<file path="config.mk">
export PLATFORM = sky130hd
export DESIGN_NAME = dffrnq_pipe
export DESIGN_NICKNAME = d
export VERILOG_FILES = /design/src/rtl/dffrnq_pipe.sv
export SDC_FILE = /design/constraint.sdc
export NUM_CORES = 1
export LEC_CHECK = 0
export CELL_PAD_IN_SITES_DETAIL_PLACEMENT = 1
export CELL_PAD_IN_SITES_GLOBAL_PLACEMENT = 1
export CORE_MARGIN = 5
export CORE_UTILIZATION = 36
export DETAILED_ROUTE_END_ITERATION = 7
export GPL_TIMING_DRIVEN = 0
export HOLD_SLACK_MARGIN = 0.05
export PLACE_DENSITY_LB_ADDON = 0.05
export REMOVE_ABC_BUFFERS = 1
export SYNTH_ARGS = -nofsm -noshare
export SYNTH_HDL_FRONTEND = slang
export SYNTH_SLANG_ARGS = --single-unit
</file>
<file path="constraint.sdc">
create_clock -name CLK -period 1.71 [get_ports CLK]
set_input_delay 0.513 -clock CLK [delete_from_list [all_inputs] [get_ports CLK]]
set_output_delay 0.513 -clock CLK [all_outputs]
set_load 0.01 [all_outputs]
</file>
<file path="src/rtl/dffrnq_pipe.sv">
// dffrnq_pipe: DEPTH-stage data pipeline with per-stage valid flags,
// hold, flush and a registered occupancy count.
// Optional parity tracking per stage is built when DFFRNQ_PIPE_PARITY_EN
// is defined; otherwise PERR is tied low and no parity storage exists.
module dffrnq_pipe #(
  parameter int unsigned            WIDTH     = 8,
  parameter int unsigned            DEPTH     = 2,
  parameter logic [WIDTH-1:0]       RESET_VAL = '0
) (
  input  logic                         CLK,
  input  logic                         RN,
  input  logic [WIDTH-1:0]             D,
  input  logic                         DV,
  input  logic                         HOLD,
  input  logic                         FLUSH,
  output logic [WIDTH-1:0]             Q,
  output logic                         QV,
  output logic [$clog2(DEPTH+1)-1:0]   OCC,
  output logic                         PERR
);

  localparam int unsigned OW = $clog2(DEPTH+1);

  logic [DEPTH-1:0][WIDTH-1:0] data_q;
  logic [DEPTH-1:0]            v_q;
  logic [DEPTH-1:0]            v_nxt;
  logic [OW-1:0]               occ_q;
  logic [OW-1:0]               occ_nxt;
  logic                        adv;

  // Advance only when neither flush nor hold is active; flush wins over hold.
  assign adv = !FLUSH && !HOLD;

  // Next valid vector and its population count, so OCC moves with v[].
  always_comb begin
    v_nxt   = v_q;
    occ_nxt = '0;
    if (FLUSH) begin
      v_nxt = '0;
    end else if (!HOLD) begin
      v_nxt[0] = DV;
      for (int i = 1; i < int'(DEPTH); i++) begin
        v_nxt[i] = v_q[i-1];
      end
    end
    for (int i = 0; i < int'(DEPTH); i++) begin
      occ_nxt = occ_nxt + OW'(v_nxt[i]);
    end
  end

  // Valid flags and occupancy register.
  always_ff @(posedge CLK) begin
    if (!RN) begin
      v_q   <= '0;
      occ_q <= '0;
    end else begin
      v_q   <= v_nxt;
      occ_q <= occ_nxt;
    end
  end

  // Data stages: each stage loads only when its upstream source is valid,
  // so bubbles leave the downstream data untouched.
  always_ff @(posedge CLK) begin
    if (!RN) begin
      data_q <= {DEPTH{RESET_VAL}};
    end else if (adv) begin
      if (DV) begin
        data_q[0] <= D;
      end
      for (int i = 1; i < int'(DEPTH); i++) begin
        if (v_q[i-1]) begin
          data_q[i] <= data_q[i-1];
        end
      end
    end
  end

  assign Q   = data_q[DEPTH-1];
  assign QV  = v_q[DEPTH-1];
  assign OCC = occ_q;

`ifdef DFFRNQ_PIPE_PARITY_EN
  logic [DEPTH-1:0] par_q;

  // Parity bits follow their data under the same load enables.
  always_ff @(posedge CLK) begin
    if (!RN) begin
      par_q <= {DEPTH{^RESET_VAL}};
    end else if (adv) begin
      if (DV) begin
        par_q[0] <= ^D;
      end
      for (int i = 1; i < int'(DEPTH); i++) begin
        if (v_q[i-1]) begin
          par_q[i] <= par_q[i-1];
        end
      end
    end
  end

  assign PERR = v_q[DEPTH-1] & ((^data_q[DEPTH-1]) ^ par_q[DEPTH-1]);
`else
  assign PERR = 1'b0;
`endif

endmodule

</file>
Yosys cells after proc, flatten, opt, wreduce, memory -nomap -nowiden
Cells that the tools add are included.
{"block": "classes", "addsub": 1, "mux": 2, "n_reduce_logical": 5}
{"cell": "$mux 2", "count": 2}
{"cell": "$reduce_and 2->1", "count": 2}
{"cell": "$add 1x1->2", "count": 1}
{"cell": "$logic_not 1->1", "count": 2}
{"cell": "$logic_and 1x1->1", "count": 1}
{"block": "word_totals", "regBits": 20, "input_bits": 13}

Logic depth before layout (Yosys ltp)
{"block": "logic_depth", "depth_word": 3, "ltp_mapped": 4, "depth_no_buf": 4}

Worst setup path after synthesis
No wires, ideal clock.
{"block": "synth_timing", "kind": "input -> register", "start": "input HOLD", "end": "register occ_q[0], in the netlist OCC[0]", "t_arrival_ns": 1.170, "slack_ns": 0.426, "cell_stages": 4, "cell_sequence": "mux2i_1 > nor2_1 > ha_1 > and2_1"}
{"block": "synth_via", "elab_chain_cells": 3}
{"element": "start, declared", "line_no": "14", "rtl": "input logic HOLD,"}
{"element": "$mux 2", "line_no": "40", "rtl": "end else if (!HOLD) begin"}
{"element": "$mux 2", "line_no": "38", "rtl": "if (FLUSH) begin"}
{"element": "net v_nxt[0]", "line_no": "26", "rtl": "logic [DEPTH-1:0] v_nxt;"}
{"element": "$add 1x1->2", "line_no": "47", "rtl": "occ_nxt = occ_nxt + OW'(v_nxt[i]);"}
{"element": "net occ_nxt[0]", "line_no": "28", "rtl": "logic [OW-1:0] occ_nxt;"}
{"element": "end signal, assigned", "line_no": "58", "rtl": "occ_q <= occ_nxt;"}
{"element": "end, declared", "line_no": "27", "rtl": "logic [OW-1:0] occ_q;"}
The timed path passes the listed nets, and every way through them passes these cells.
A chain may end at the register's enable or synchronous reset.

Worst setup path after layout
{"block": "layout_timing", "start": "register occ_q[1], in the netlist OCC[1]", "end": "output OCC[1]"}
{"element": "end, declared", "line_no": "18", "rtl": "output logic [$clog2(DEPTH+1)-1:0] OCC,"}
No word-level cell between the ends.

==> flow_summary_export.csv <==
group,metric,value,unit
drt,drtPass1Iterations,3,
synthesis,syn_avg_cell_area,9.59,um^2
synthesis,yosysSeqAreaShare,48.0,%
power_and_ir_drop,power.switching,187,uW
power_and_ir_drop,total_power,832,uW
clock_tree,cts_sinks,20,
timing,setup_viol,0,
drt,drt-total-wl,1.56,mm
setup_path,start_kind,"flip-flop",
synthesis,synth_top_family_by_area,"multiplexers",
power_and_ir_drop,seqPwrFrac,57.4,%
grt,antenna_found_initial,0,
run,max_cap_violations,0,
power_and_ir_drop,sw_frac_of_total,22.5,%
setup_path,cpLargestDelayFamily,"buffers and inverters",
synthesis,synthAdderAreaFrac,1.50,%
finish,layout.nets,115,
finish,multi_input_area,350,um^2
drt,vias,599,
outcome,status,"finished clean",
min_path,hp-class,"reg -> reg",
grt,grt.total_usage,9.69,%
synthesis,synth_compound_area_share,0,%
finish,fin_cells,128,
grt,met1_usage,10.9,%
synthesis,synthDistinctLibCells,14,
floorplanning,ios,25,
grt,grt_first_pass_wirelength,2.46,mm
finish,layout-drive-gt1-share,6.00,%
setup_path,max_stage_delay,520,ps
drt,vias_per_cell,4.68,
setup_path,crit_required,1200,ps
timing,fmax,599,MHz
timing,layout_setup_ws,41.0,ps
grt,grt.busiest_layer,"met2",
setup_path,critPathKind,"reg -> out",
synthesis,ys_ff_latch,20,
setup_path,cp_cell_sequence,"clkdlybuf4s50_1",
power_and_ir_drop,ir_drop,0.000655,V
power_and_ir_drop,clock_power_share,34.0,%
synthesis,yosys_warnings,0,
grt,grt_max_degree,28,
finish,design_area,1050,um^2
clock_tree,cts-buffers-inserted,3,
setup_path,cp-end-kind,"primary output",
grt,overflow,0,
finish,regArea,400,um^2
grt,grt_pass1_vias,540,
grt,grtUsageMet2,15.8,%
timing,fin_crit,1670,ps
placed_design,dpl_cell_area,1010,um^2
floorplanning,initial_core_util,37.7,%
setup_path,arrival,1160,ps
synthesis,synth_mux_area_share,21.6,%
setup_path,path_max_fanout,1,
placed_design,dpl.hpwl,1.10,mm
power_and_ir_drop,power.density,795,nW/um^2
finish,syn_to_final_growth,25.3,%
setup_path,path_buf_inv,1,
setup_path,cp_slowest_cell,"clkdlybuf4s50_1",
clock_tree,post_cts_buffers,0,
synthesis,synthSimpleGateAreaFrac,16.8,%
timing,skew,3.56,ps
finish,num_antenna_cells,0,
finish,n_fill_cell,255,
drt,drtIter0Drc,1,
timing,period_share,97.6,%
grt,grt_use_met3,4.45,%
power_and_ir_drop,comb_power_share,8.6,%
timing,slew_headroom,42.2,%
clock_tree,h-tree-depth,1,
floorplanning,fp.dieH,58.1,um
timing,rsz0062_at_grt,"false",
synthesis,synthCells,87,
placed_design,place_ws,-482,ps
timing,finalMaxSlewViolations,0,
floorplanning,core-area,2210,um^2
timing,hold_violations,0,
power_and_ir_drop,leakage,0.000507,uW
drt,wl_per_cell,12.2,um
clock_tree,cts_tree,"built",
timing,tightest_slew,866,ps
drt,ant_nets,0,
placed_design,placed_cells,124,
floorplanning,die_w,58.1,um
power_and_ir_drop,p_int,645,uW
clock_tree,clkSlewWorstSetupHoldPaths,120,ps
floorplanning,die_area,3380,um^2
floorplanning,rows,17,
drt,drc,0,
placed_design,gp_congestion,0.646,
clock_tree,clk_latency,310,ps
synthesis,syn_area,835,um^2
synthesis,synth_xor_area_share,0,%
finish,final_core_util,47.3,%
clock_tree,root_buffer,"clkbuf_4",
clock_tree,clockBufferDepth,2,
placed_design,port_buffers,23,
state kept, by name, summed over array words and instances, names as in the netlist:
signal	count
Q	8
data_q	8
OCC	2
v_q	2
worst register-to-register path, stage by stage (launching register included):
cell and delay, ps:
dfxtp_1 370, or3b_4 490, mux2i_1 160
repair_timing:
action	in CTS	in global routing
pin swaps	0	0
hold buffers	0	0
resized for setup	11	2
endpoints found under the setup margin	17	16
path summary, 6_finish.rpt:
| kind | slack [ps] | depth (start not counted) | end | start |
|---|---|---|---|---|
| hold reg to reg | 470 | 2 | Q[6]$_SDFFE_PN0P_ | Q[6]$_SDFFE_PN0P_ |
| setup reg to reg | 590 | 2 | Q[3]$_SDFFE_PN0P_ | v_q[0]$_SDFF_PN0_ |
| hold / removal | 470 | 2 | Q[6]$_SDFFE_PN0P_ | Q[6]$_SDFFE_PN0P_ |
| setup / recovery | 40 | 1 | OCC[1] | OCC[1]$_SDFF_PN0_ |
cell usage in the layout (no fill, tap or decap):
cell and instances:
clkbuf_4 3, nor2_1 4, mux2i_1 18, dfxtp_1 20
or3b_4 1, conb_1 1, dlygate4sd2_1 9, nand2_1 24
dlymetal6s2s_1 2, and2_1 2, nand2b_1 1, nor3b_4 1
clkbuf_8 1, ha_1 1, clkdlybuf4s50_1 12
cells in the mapped netlist:
cell | instances | area (um^2)
and2_1 | 2 | 12.5
buf_2 | 3 | 15.0
buf_4 | 9 | 67.6
buf_6 | 1 | 11.3
clkbuf_1 | 1 | 3.75
conb_1 | 1 | 3.75
dfxtp_1 | 20 | 400
ha_1 | 1 | 12.5
mux2i_1 | 18 | 180
nand2_1 | 24 | 90.1
nand2b_1 | 1 | 6.26
nor2_1 | 4 | 15.0
nor3b_1 | 1 | 7.51
or3b_1 | 1 | 8.76
power by group through the flow:
stage	combinational (uW)	sequential (uW)	clock (uW)
floorplan	24.4	488	0
global route	79.0	478	313
finish	71.8	477	283
global placement	70.0	487	0
detailed placement	71.6	488	0
CTS	73.6	477	293
metal layers:
| layer | share of wire, % | vias to the layer above |
|---|---|---|
| li1 | - | 297 |
| met1 | 45 | 279 |
| met2 | 47 | 19 |
| met3 | 6.6 | 4 |
| met4 | 1.7 | 0 |
| met5 | 0 | - |
cells by family (layout without fill, tap and decap cells):
kind of cell,after synthesis,after routing
and+or+nand+nor,33,33
DFF,20,20
muxes,18,18
buffers and inverters,14,27
adders and majority gates,1,1
other,1,1
through the flow:
step           TNS, ps  hold slack (ps)
2_1_floorplan     -365              442
3_3_place_gp    -11130              446
3_5_place_dp     -7030              461
4_1_cts              0              476
5_1_grt              0              497
6_report             0              470
final cells by class:
cell class	count	share of cell area [%]
Multi-Input combinational cell	53	33.5
Tap cell	28	3.35
Clock buffer	4	3.47
Timing Repair Buffer	23	21.4
Sequential cell	20	38.3
Note: power is estimated with default switching activity, not from simulation.
